$ cat src/rtl/dmem_arbiter_pkg.sv
// Shared definitions for the data-memory arbiter.
// Holds the response-owner encoding, the default data-memory base address,
// the default widths/limits, and the width of the starvation/lock counters.
package dmem_arbiter_pkg;

    localparam int unsigned DEF_MEM_AW       = 11;
    localparam logic [31:0] DEF_DMEM_BASE    = 32'h1001_0000;
    localparam int unsigned DEF_STARVE_LIMIT = 4;
    localparam int unsigned DEF_LOCK_MAX     = 8;

    // Wide enough for the 1..15 range allowed for both limits.
    localparam int unsigned CNT_W = 4;

    // Which master the response registered last cycle belongs to.
    typedef enum logic [1:0] {
        OwnNone = 2'd0,
        OwnCpu  = 2'd1,
        OwnDma  = 2'd2
    } owner_e;

endpackage

$ cat src/rtl/dmem_arbiter_if.sv
// Bus bundle between the two requesting masters, the arbiter and the memory.
// Modports:
//   slave  - the arbiter side: takes CPU/DMA requests and memory read data,
//            drives stall/grant, responses and the memory port.
//   master - the environment side (CPU, DMA engine and memory model).
interface dmem_arbiter_if
    import dmem_arbiter_pkg::*;
#(
    parameter int unsigned MEM_AW = DEF_MEM_AW
) ();

    logic              cpu_req;
    logic              cpu_we;
    logic [31:0]       cpu_addr;
    logic [31:0]       cpu_wdata;
    logic              cpu_stall;
    logic              cpu_rvalid;
    logic [31:0]       cpu_rdata;

    logic              dma_req;
    logic              dma_we;
    logic [31:0]       dma_addr;
    logic [31:0]       dma_wdata;
    logic              dma_lock;
    logic              dma_gnt;
    logic              dma_rvalid;
    logic [31:0]       dma_rdata;
    logic              dma_err;

    logic              mem_en;
    logic              mem_we;
    logic [MEM_AW-1:0] mem_addr;
    logic [31:0]       mem_wdata;
    logic [31:0]       mem_rdata;

    modport slave (
        input  cpu_req, cpu_we, cpu_addr, cpu_wdata,
        input  dma_req, dma_we, dma_addr, dma_wdata, dma_lock,
        input  mem_rdata,
        output cpu_stall, cpu_rvalid, cpu_rdata,
        output dma_gnt, dma_rvalid, dma_rdata, dma_err,
        output mem_en, mem_we, mem_addr, mem_wdata
    );

    modport master (
        output cpu_req, cpu_we, cpu_addr, cpu_wdata,
        output dma_req, dma_we, dma_addr, dma_wdata, dma_lock,
        output mem_rdata,
        input  cpu_stall, cpu_rvalid, cpu_rdata,
        input  dma_gnt, dma_rvalid, dma_rdata, dma_err,
        input  mem_en, mem_we, mem_addr, mem_wdata
    );

endinterface

$ cat src/rtl/dmem_addr_xlate.sv
// Byte address to data-memory word address translation (combinational).
// Ports:
//   addr_i      - byte address from a master
//   in_range_o  - address falls inside the data memory window
//   word_addr_o - memory word address (valid when in_range_o)
module dmem_addr_xlate
    import dmem_arbiter_pkg::*;
#(
    parameter int unsigned MEM_AW    = DEF_MEM_AW,
    parameter logic [31:0] DMEM_BASE = DEF_DMEM_BASE
) (
    input  logic [31:0]       addr_i,
    output logic              in_range_o,
    output logic [MEM_AW-1:0] word_addr_o
);

    logic [31:0] off;

    // Addresses below the base wrap to a huge offset and fail the check.
    assign off         = addr_i - DMEM_BASE;
    assign in_range_o  = off < (32'd4 << MEM_AW);
    assign word_addr_o = off[MEM_AW+1:2];

endmodule

$ cat src/rtl/dmem_arbiter.sv
// Two-master arbiter for the single data-memory port.
// CPU has fixed priority; a saturating starvation counter and a bounded DMA
// burst lock guarantee progress for both masters. Read data returns to the
// master registered as owner, one cycle after the access.
// Ports:
//   clk, reset  - clock and synchronous active-high reset
//   bus         - CPU/DMA request and response signals plus the memory port
//   cpu_stall_cycles, dma_wait_cycles - wrapping event counters, present only
//                 when DMEM_ARB_STATS_EN is defined
module dmem_arbiter
    import dmem_arbiter_pkg::*;
#(
    parameter int unsigned MEM_AW       = DEF_MEM_AW,
    parameter logic [31:0] DMEM_BASE    = DEF_DMEM_BASE,
    parameter int unsigned STARVE_LIMIT = DEF_STARVE_LIMIT,
    parameter int unsigned LOCK_MAX     = DEF_LOCK_MAX
) (
    input  logic        clk,
    input  logic        reset,
`ifdef DMEM_ARB_STATS_EN
    output logic [31:0] cpu_stall_cycles,
    output logic [31:0] dma_wait_cycles,
`endif
    dmem_arbiter_if.slave bus
);

    localparam logic [CNT_W-1:0] STARVE_LIM = CNT_W'(STARVE_LIMIT);
    localparam logic [CNT_W-1:0] LOCK_LIM   = CNT_W'(LOCK_MAX);

    logic              cpu_in_range, dma_in_range;
    logic [MEM_AW-1:0] cpu_word, dma_word;
    logic              cpu_act, cpu_win, dma_win, lock_win, starve_win;

    logic [CNT_W-1:0]  starve_cnt_q, starve_cnt_d;
    logic [CNT_W-1:0]  lock_cnt_q, lock_cnt_d;
    owner_e            owner_q, owner_d;
    logic              rd_q, rd_d;
    logic              err_q, err_d;
    logic              cpu_rvalid, dma_rvalid;

    dmem_addr_xlate #(.MEM_AW(MEM_AW), .DMEM_BASE(DMEM_BASE)) u_cpu_xlate (
        .addr_i      (bus.cpu_addr),
        .in_range_o  (cpu_in_range),
        .word_addr_o (cpu_word)
    );

    dmem_addr_xlate #(.MEM_AW(MEM_AW), .DMEM_BASE(DMEM_BASE)) u_dma_xlate (
        .addr_i      (bus.dma_addr),
        .in_range_o  (dma_in_range),
        .word_addr_o (dma_word)
    );

    // Grant. An out-of-range CPU request does not take part: it is never
    // stalled, never blocks the DMA and gets no response. Nothing wins while
    // reset is high so no memory write can slip through.
    always_comb begin
        cpu_act    = bus.cpu_req & cpu_in_range;
        lock_win   = (lock_cnt_q != '0) && (lock_cnt_q < LOCK_LIM) && bus.dma_req;
        starve_win = (starve_cnt_q == STARVE_LIM) && bus.dma_req;
        cpu_win    = 1'b0;
        dma_win    = 1'b0;
        if (!reset) begin
            if (lock_win || starve_win) begin
                dma_win = 1'b1;
            end else if (cpu_act) begin
                cpu_win = 1'b1;
            end else if (bus.dma_req) begin
                dma_win = 1'b1;
            end
        end
    end

    always_comb begin
        owner_d      = OwnNone;
        rd_d         = 1'b0;
        err_d        = 1'b0;
        starve_cnt_d = '0;
        lock_cnt_d   = lock_cnt_q;

        if (cpu_win) begin
            owner_d = OwnCpu;
            rd_d    = ~bus.cpu_we;
        end else if (dma_win) begin
            owner_d = OwnDma;
            rd_d    = ~bus.dma_we;
            err_d   = ~dma_in_range;
        end

        if (bus.dma_req && cpu_win) begin
            starve_cnt_d = (starve_cnt_q == STARVE_LIM) ? starve_cnt_q : starve_cnt_q + 1'b1;
        end

        // A locked win at the limit can only happen when the CPU was idle;
        // it then opens a fresh burst instead of extending the old one.
        if (!bus.dma_req || !bus.dma_lock) begin
            lock_cnt_d = '0;
        end else if (dma_win) begin
            lock_cnt_d = (lock_cnt_q == LOCK_LIM) ? CNT_W'(1) : lock_cnt_q + 1'b1;
        end else if (lock_cnt_q == LOCK_LIM) begin
            lock_cnt_d = '0;
        end
    end

    always_ff @(posedge clk) begin
        if (reset) begin
            starve_cnt_q <= '0;
            lock_cnt_q   <= '0;
            owner_q      <= OwnNone;
            rd_q         <= 1'b0;
            err_q        <= 1'b0;
        end else begin
            starve_cnt_q <= starve_cnt_d;
            lock_cnt_q   <= lock_cnt_d;
            owner_q      <= owner_d;
            rd_q         <= rd_d;
            err_q        <= err_d;
        end
    end

    assign bus.cpu_stall = cpu_act & ~cpu_win;
    assign bus.dma_gnt   = dma_win;

    assign bus.mem_en    = cpu_win | (dma_win & dma_in_range);
    assign bus.mem_we    = cpu_win ? bus.cpu_we : (dma_win & dma_in_range & bus.dma_we);
    assign bus.mem_addr  = cpu_win ? cpu_word : dma_word;
    assign bus.mem_wdata = cpu_win ? bus.cpu_wdata : bus.dma_wdata;

    // Responses follow the registered owner, never the current winner.
    assign cpu_rvalid     = (owner_q == OwnCpu) && rd_q;
    assign dma_rvalid     = (owner_q == OwnDma) && (rd_q || err_q);
    assign bus.cpu_rvalid = cpu_rvalid;
    assign bus.dma_rvalid = dma_rvalid;
    assign bus.dma_err    = (owner_q == OwnDma) && err_q;
    assign bus.cpu_rdata  = cpu_rvalid ? bus.mem_rdata : 32'd0;
    assign bus.dma_rdata  = (dma_rvalid && !err_q) ? bus.mem_rdata : 32'd0;

`ifdef DMEM_ARB_STATS_EN
    logic [31:0] stall_cnt_q, wait_cnt_q;

    always_ff @(posedge clk) begin
        if (reset) begin
            stall_cnt_q <= '0;
            wait_cnt_q  <= '0;
        end else begin
            if (bus.cpu_stall) begin
                stall_cnt_q <= stall_cnt_q + 32'd1;
            end
            if (bus.dma_req && !dma_win) begin
                wait_cnt_q <= wait_cnt_q + 32'd1;
            end
        end
    end

    assign cpu_stall_cycles = stall_cnt_q;
    assign dma_wait_cycles  = wait_cnt_q;
`endif

endmodule

$ cat src/flat_wrapper.sv
// flat-port wrapper written by rule: the top's interface ports become plain ports
module dmem_arbiter_flat import dmem_arbiter_pkg::*;
#(
    parameter int unsigned MEM_AW       = DEF_MEM_AW,
    parameter logic [31:0] DMEM_BASE    = DEF_DMEM_BASE,
    parameter int unsigned STARVE_LIMIT = DEF_STARVE_LIMIT,
    parameter int unsigned LOCK_MAX     = DEF_LOCK_MAX
)
  (clk, reset, bus_cpu_req, bus_cpu_we, bus_cpu_addr, bus_cpu_wdata, bus_dma_req, bus_dma_we, bus_dma_addr, bus_dma_wdata, bus_dma_lock, bus_mem_rdata, bus_cpu_stall, bus_cpu_rvalid, bus_cpu_rdata, bus_dma_gnt, bus_dma_rvalid, bus_dma_rdata, bus_dma_err, bus_mem_en, bus_mem_we, bus_mem_addr, bus_mem_wdata);
  dmem_arbiter_if #(.MEM_AW(MEM_AW)) bus_i ();
  input  logic clk;
  input  logic reset;
  input wire logic [$bits(bus_i.cpu_req)-1:0] bus_cpu_req;
  input wire logic [$bits(bus_i.cpu_we)-1:0] bus_cpu_we;
  input wire logic [$bits(bus_i.cpu_addr)-1:0] bus_cpu_addr;
  input wire logic [$bits(bus_i.cpu_wdata)-1:0] bus_cpu_wdata;
  input wire logic [$bits(bus_i.dma_req)-1:0] bus_dma_req;
  input wire logic [$bits(bus_i.dma_we)-1:0] bus_dma_we;
  input wire logic [$bits(bus_i.dma_addr)-1:0] bus_dma_addr;
  input wire logic [$bits(bus_i.dma_wdata)-1:0] bus_dma_wdata;
  input wire logic [$bits(bus_i.dma_lock)-1:0] bus_dma_lock;
  input wire logic [$bits(bus_i.mem_rdata)-1:0] bus_mem_rdata;
  output wire logic [$bits(bus_i.cpu_stall)-1:0] bus_cpu_stall;
  output wire logic [$bits(bus_i.cpu_rvalid)-1:0] bus_cpu_rvalid;
  output wire logic [$bits(bus_i.cpu_rdata)-1:0] bus_cpu_rdata;
  output wire logic [$bits(bus_i.dma_gnt)-1:0] bus_dma_gnt;
  output wire logic [$bits(bus_i.dma_rvalid)-1:0] bus_dma_rvalid;
  output wire logic [$bits(bus_i.dma_rdata)-1:0] bus_dma_rdata;
  output wire logic [$bits(bus_i.dma_err)-1:0] bus_dma_err;
  output wire logic [$bits(bus_i.mem_en)-1:0] bus_mem_en;
  output wire logic [$bits(bus_i.mem_we)-1:0] bus_mem_we;
  output wire logic [$bits(bus_i.mem_addr)-1:0] bus_mem_addr;
  output wire logic [$bits(bus_i.mem_wdata)-1:0] bus_mem_wdata;
  assign bus_i.cpu_req = bus_cpu_req;
  assign bus_i.cpu_we = bus_cpu_we;
  assign bus_i.cpu_addr = bus_cpu_addr;
  assign bus_i.cpu_wdata = bus_cpu_wdata;
  assign bus_i.dma_req = bus_dma_req;
  assign bus_i.dma_we = bus_dma_we;
  assign bus_i.dma_addr = bus_dma_addr;
  assign bus_i.dma_wdata = bus_dma_wdata;
  assign bus_i.dma_lock = bus_dma_lock;
  assign bus_i.mem_rdata = bus_mem_rdata;
  assign bus_cpu_stall = bus_i.cpu_stall;
  assign bus_cpu_rvalid = bus_i.cpu_rvalid;
  assign bus_cpu_rdata = bus_i.cpu_rdata;
  assign bus_dma_gnt = bus_i.dma_gnt;
  assign bus_dma_rvalid = bus_i.dma_rvalid;
  assign bus_dma_rdata = bus_i.dma_rdata;
  assign bus_dma_err = bus_i.dma_err;
  assign bus_mem_en = bus_i.mem_en;
  assign bus_mem_we = bus_i.mem_we;
  assign bus_mem_addr = bus_i.mem_addr;
  assign bus_mem_wdata = bus_i.mem_wdata;
  dmem_arbiter #(.MEM_AW(MEM_AW), .DMEM_BASE(DMEM_BASE), .STARVE_LIMIT(STARVE_LIMIT), .LOCK_MAX(LOCK_MAX)) u_core (.clk(clk), .reset(reset), .bus(bus_i));
endmodule
$ cat config.mk
export PLATFORM = sky130hd
export DESIGN_NAME = dmem_arbiter_flat
export DESIGN_NICKNAME = d
export VERILOG_FILES = /design/src/rtl/dmem_arbiter_pkg.sv /design/src/rtl/dmem_arbiter_if.sv /design/src/rtl/dmem_addr_xlate.sv /design/src/rtl/dmem_arbiter.sv /design/src/flat_wrapper.sv
export SDC_FILE = /design/constraint.sdc
export NUM_CORES = 1
export LEC_CHECK = 0
export BUFFER_PORTS_ARGS = -buffer_cell sky130_fd_sc_hd__buf_2
export CELL_PAD_IN_SITES_DETAIL_PLACEMENT = 1
export CELL_PAD_IN_SITES_GLOBAL_PLACEMENT = 2
export CORE_UTILIZATION = 14
export CTS_BUF_LIST = sky130_fd_sc_hd__clkbuf_4
export DETAILED_ROUTE_END_ITERATION = 16
export PLACE_DENSITY = 0.8
export RECOVER_POWER = 100
export SYNTH_ARGS = -nofsm -noshare
export SYNTH_HDL_FRONTEND = slang
export SYNTH_HIERARCHICAL = 1
export SYNTH_SLANG_ARGS = --single-unit
$ cat constraint.sdc
create_clock -name clk -period 2.83 [get_ports clk]
set_clock_uncertainty 0.1 [all_clocks]
set_input_delay 0.1415 -clock clk [delete_from_list [all_inputs] [get_ports clk]]
set_output_delay 0.1415 -clock clk [all_outputs]
set_load 0.01 [all_outputs]
==> metrics.md <==
| Metric | Value |
|---|---|
| DRC viols | 0 |
| Critical path class | in2out |
| WP data arrival | between 2 and 3 ns |
| Routability cong. | roughly 0.85 |
| Reg-to-reg endpoint | u_core/lock_cnt_q[3] |
| CP Max Fanout | 6 |
| Number of max-cap violations | 0 |
| Actual slew at the worst max-slew pin | 0.845 ns |
| P per Cell Area | 148 mW/mm^2 |
| Post-route cell area | just over 0.004 mm^2 |
| CP max-delay cell | or4b_4 |
| FP Rows | between 40 and 50 |
| Worst path depth | 12 |
| Failing checks | setup timing |
| WL final | 10700 um |
| Synth Warn # | 6 |
| EDFF count, synth | 0 |
| Number of DRC markers in iteration 0 | 38 |
| Worst EP required | roughly 2.6 ns |
| Crit path max-delay family | simple AND/OR/NAND/NOR gates |
| Total die area | around 0.015 mm^2 |
| Final Util | ~29% |
| Fmax | between 0.3 and 0.4 GHz |
| Die outline width | approximately 120 um |
| Async S/R FF share, synth | 0% |
| Worst-Skew Late Latency | roughly 0.28 ns |
| R2R Setup Slk | slightly above 0.8 ns |
| Commonest cells in the netlist | 64 x and2_1, 29 x mux2_2, 24 x buf_4, 17 x mux2_1 |
| Hold Fails Final Rpt | 0 |
| R2R cell count | 7 |
| Area of the mapped netlist | between 0.002 and 0.0025 mm^2 |
| Post-route minimum period | between 2 and 3 ns |
| TritonCTS clock tree | yes |
| Dpl hpwl | 9080 um |
| Maximum vdd drop | 0.0759 mV |
| Final WS setup | -0.0788 ns |
| Clk root buf | clkbuf_4 |
| # diodes | 0 |
| Avg Cell Area, Syn | about 8.4 um^2 |
| P&R area growth vs syn | 98.1% |
| Number of routed nets with antenna violations | 0 |
| Layout cells sized above 1 | between 60% and 70% |
| Num CTS Buffers | 3 |
| Initial antenna violation count | 0 |
| Clk slew on worst S/H paths | 0.07 ns |
| CP startpoint kind | primary input |
| PortBufs | about 280 |
| Core footprint | 0.0145 mm^2 |
| Buf/Inv on CP | 5 |
| Grt ovf | 0 |
| Crit end category | output port |
| WL/cell | about 15 um |
| Count leader, synth | and2_1 |
| Tcrit/Tclk final | 103% |
| Setup TNS | -0.988 ns |
| Final setup viols | 29 |
| R2r startpoint | u_core/lock_cnt_q[0] |
| End of the critical path | bus_mem_wdata[4] |
| Vias in the first global route | ~3100 |
| Synth area leaders | and2_1 19%, mux2_2 16%, dfxtp_1 11% |
| Cell count after synthesis | 248 |
| Yosys top cell area share | 19.2% |
| Vias/cell | between 4 and 5 |
| First drt pass iteration count | 4 |
| Synth area leader | and2_1 |
| Worst hold path class | in2reg |
| Slew HR | 43.6% |
| Post-Layout Cell Count | 699 |
| Syn Nets | around 420 |
| Status | finished, violations left |
| Max H-tree Level | 1 |
| Seq/Total Area, Yosys | between 10 and 15% |
| Max-slew violations | 0 |
| Post-synth top flop | dfxtp_1 |
| Area of placed instances | between 0.003 and 0.004 mm^2 |
| Final nets | just under 700 |
| Die height | around 120 um |
| I/O pins | between 200 and 300 |
| CP Launch Point | bus_cpu_addr[31] |
| RSZ-0062 raised after global routing | true |
| Hold path depth | 3 |
| Tot GR Track Use | 13.3% |
| DP Cell Count | approximately 700 |
| Via count | ~2900 |
| Post-synthesis sequential element count | 12 |
| Leakage Power | between 2 and 2.5 nW |
| CTS sink count | 12 |
| CTS Buffer Depth | 2 |
| Largest net degree at the start of global routing | 34 |
| CP max stage delay | 0.54 ns |
| Crit-path cells | buf_6, or4b_4, a2111oi_4, nand4_1, nor4_2, nand2_1, a211oi_4, buf_12, buf_12, buf_16, mux2_4, buf_6 |
| Initial Utilization | 14.4% |
| Synth cell types | 42 |
| First-pass GRT wire length | approximately 16000 um |
==> cell families (layout without fill, tap and decap cells) <==
| group | after synthesis | in the layout | synth area share, % |
|---|---|---|---|
| xor gates and xnor gates | 2 | 2 | 0.838 |
| DFF | 12 | 12 | 11.5 |
| buffers and inverters | 43 | 310 | 13.1 |
| adders and majority gates | 4 | 4 | 2.39 |
| muxes | 46 | 46 | 24.8 |
| and+or+nand+nor | 120 | 120 | 38.1 |
| AOI/OAI and AO/OA | 21 | 21 | 9.34 |
==> placed cells by master, fill, tap and decap left out, drive strengths merged, types with 2 or more instances in the layout <==
master and n:
nand3 4, nor4b 2, o21ai 3, nand4 4, mux2 46, a41oi 2, nor4 4, nand2b 4
a2111oi 2, and2 64, inv 9, clkbuf 24, a21oi 4, a31oi 2, nand3b 2, nor3b 3
nor2b 2, o21a 2, dfxtp 12, buf 275, ha 4, nand2 6, nor3 8, and3b 2
nor2 12, or4b 2
==> flip-flops by register name, summed over array words and instances (netlist names) <==
name and cells:
u_core/err_q 1, u_core/lock_cnt_q 4, u_core/owner_q 2, u_core/rd_q 1, u_core/starve_cnt_q 4
==> area by class of cell <==
| class | count | area (um^2) |
|---|---|---|
| Multi-Input combinational cell | 193 | 1730 |
| Fill cell | 1807 | 10400 |
| Clock inverter | 1 | 3.75 |
| Inverter | 9 | 33.8 |
| Sequential cell | 12 | 240 |
| Timing Repair Buffer | 297 | 1880 |
| Tap cell | 184 | 230 |
| Clock buffer | 3 | 22.5 |
==> metrics by stage <==
step                hold slack [ns]  power (mW)  worst slack, ns
finish                       0.0393       0.611          -0.0788
global route                 0.0727       0.649           -0.215
floorplan                     0.129       0.281            0.114
CTS                          0.0253       0.618           -0.158
detailed placement            0.242       0.447           -0.288
global placement              0.242       0.443           -0.224
==> per-layer routing <==
metal / global-route usage (%) / vias to the layer above / wire, um
met5: 0 / - / 0
met1: 12.2 / 1301 / 3390
met4: 2.91 / 0 / 167
li1: - / 1372 / -
met2: 29.3 / 180 / 6290
met3: 2.16 / 11 / 853
==> worst register-to-register path, cell delays in order (launching register included) <==
cell       delay [ns]
dfxtp_1          0.37
inv_1            0.07
ha_1             0.21
nor2b_2          0.17
o2111ai_1        0.23
buf_4            0.18
nor3b_1          0.21
mux2_2           0.36
==> power by group <==
part,switching (mW),internal [mW]
Clock,0.0586,0.0512
Sequential,0.00203,0.172
Combinational,0.130,0.198
==> worst min path at each step <==
stage | from | end | slack (ns)
after floorplan | bus_dma_we | u_core/rd_q | 0.13
after global placement | bus_dma_we | u_core/rd_q | 0.24
after detailed placement | bus_dma_we | u_core/rd_q | 0.24
after CTS | bus_cpu_we | u_core/rd_q | 0.03
after global routing | bus_cpu_we | u_core/rd_q | 0.07
final | bus_cpu_we | u_core/rd_q | 0.04
==> what timing repair did <==
item | 4_1_cts | 5_1_grt
setup buffers | 7 | 2
gates resized for setup | 86 | 11
endpoints found under the hold margin | 1 | 0
hold buffers | 1 | 0
gates cloned | 5 | 0
pin swaps | 5 | 2
endpoints found under the setup margin | 43 | 44
(Power assumes the default switching activity.)
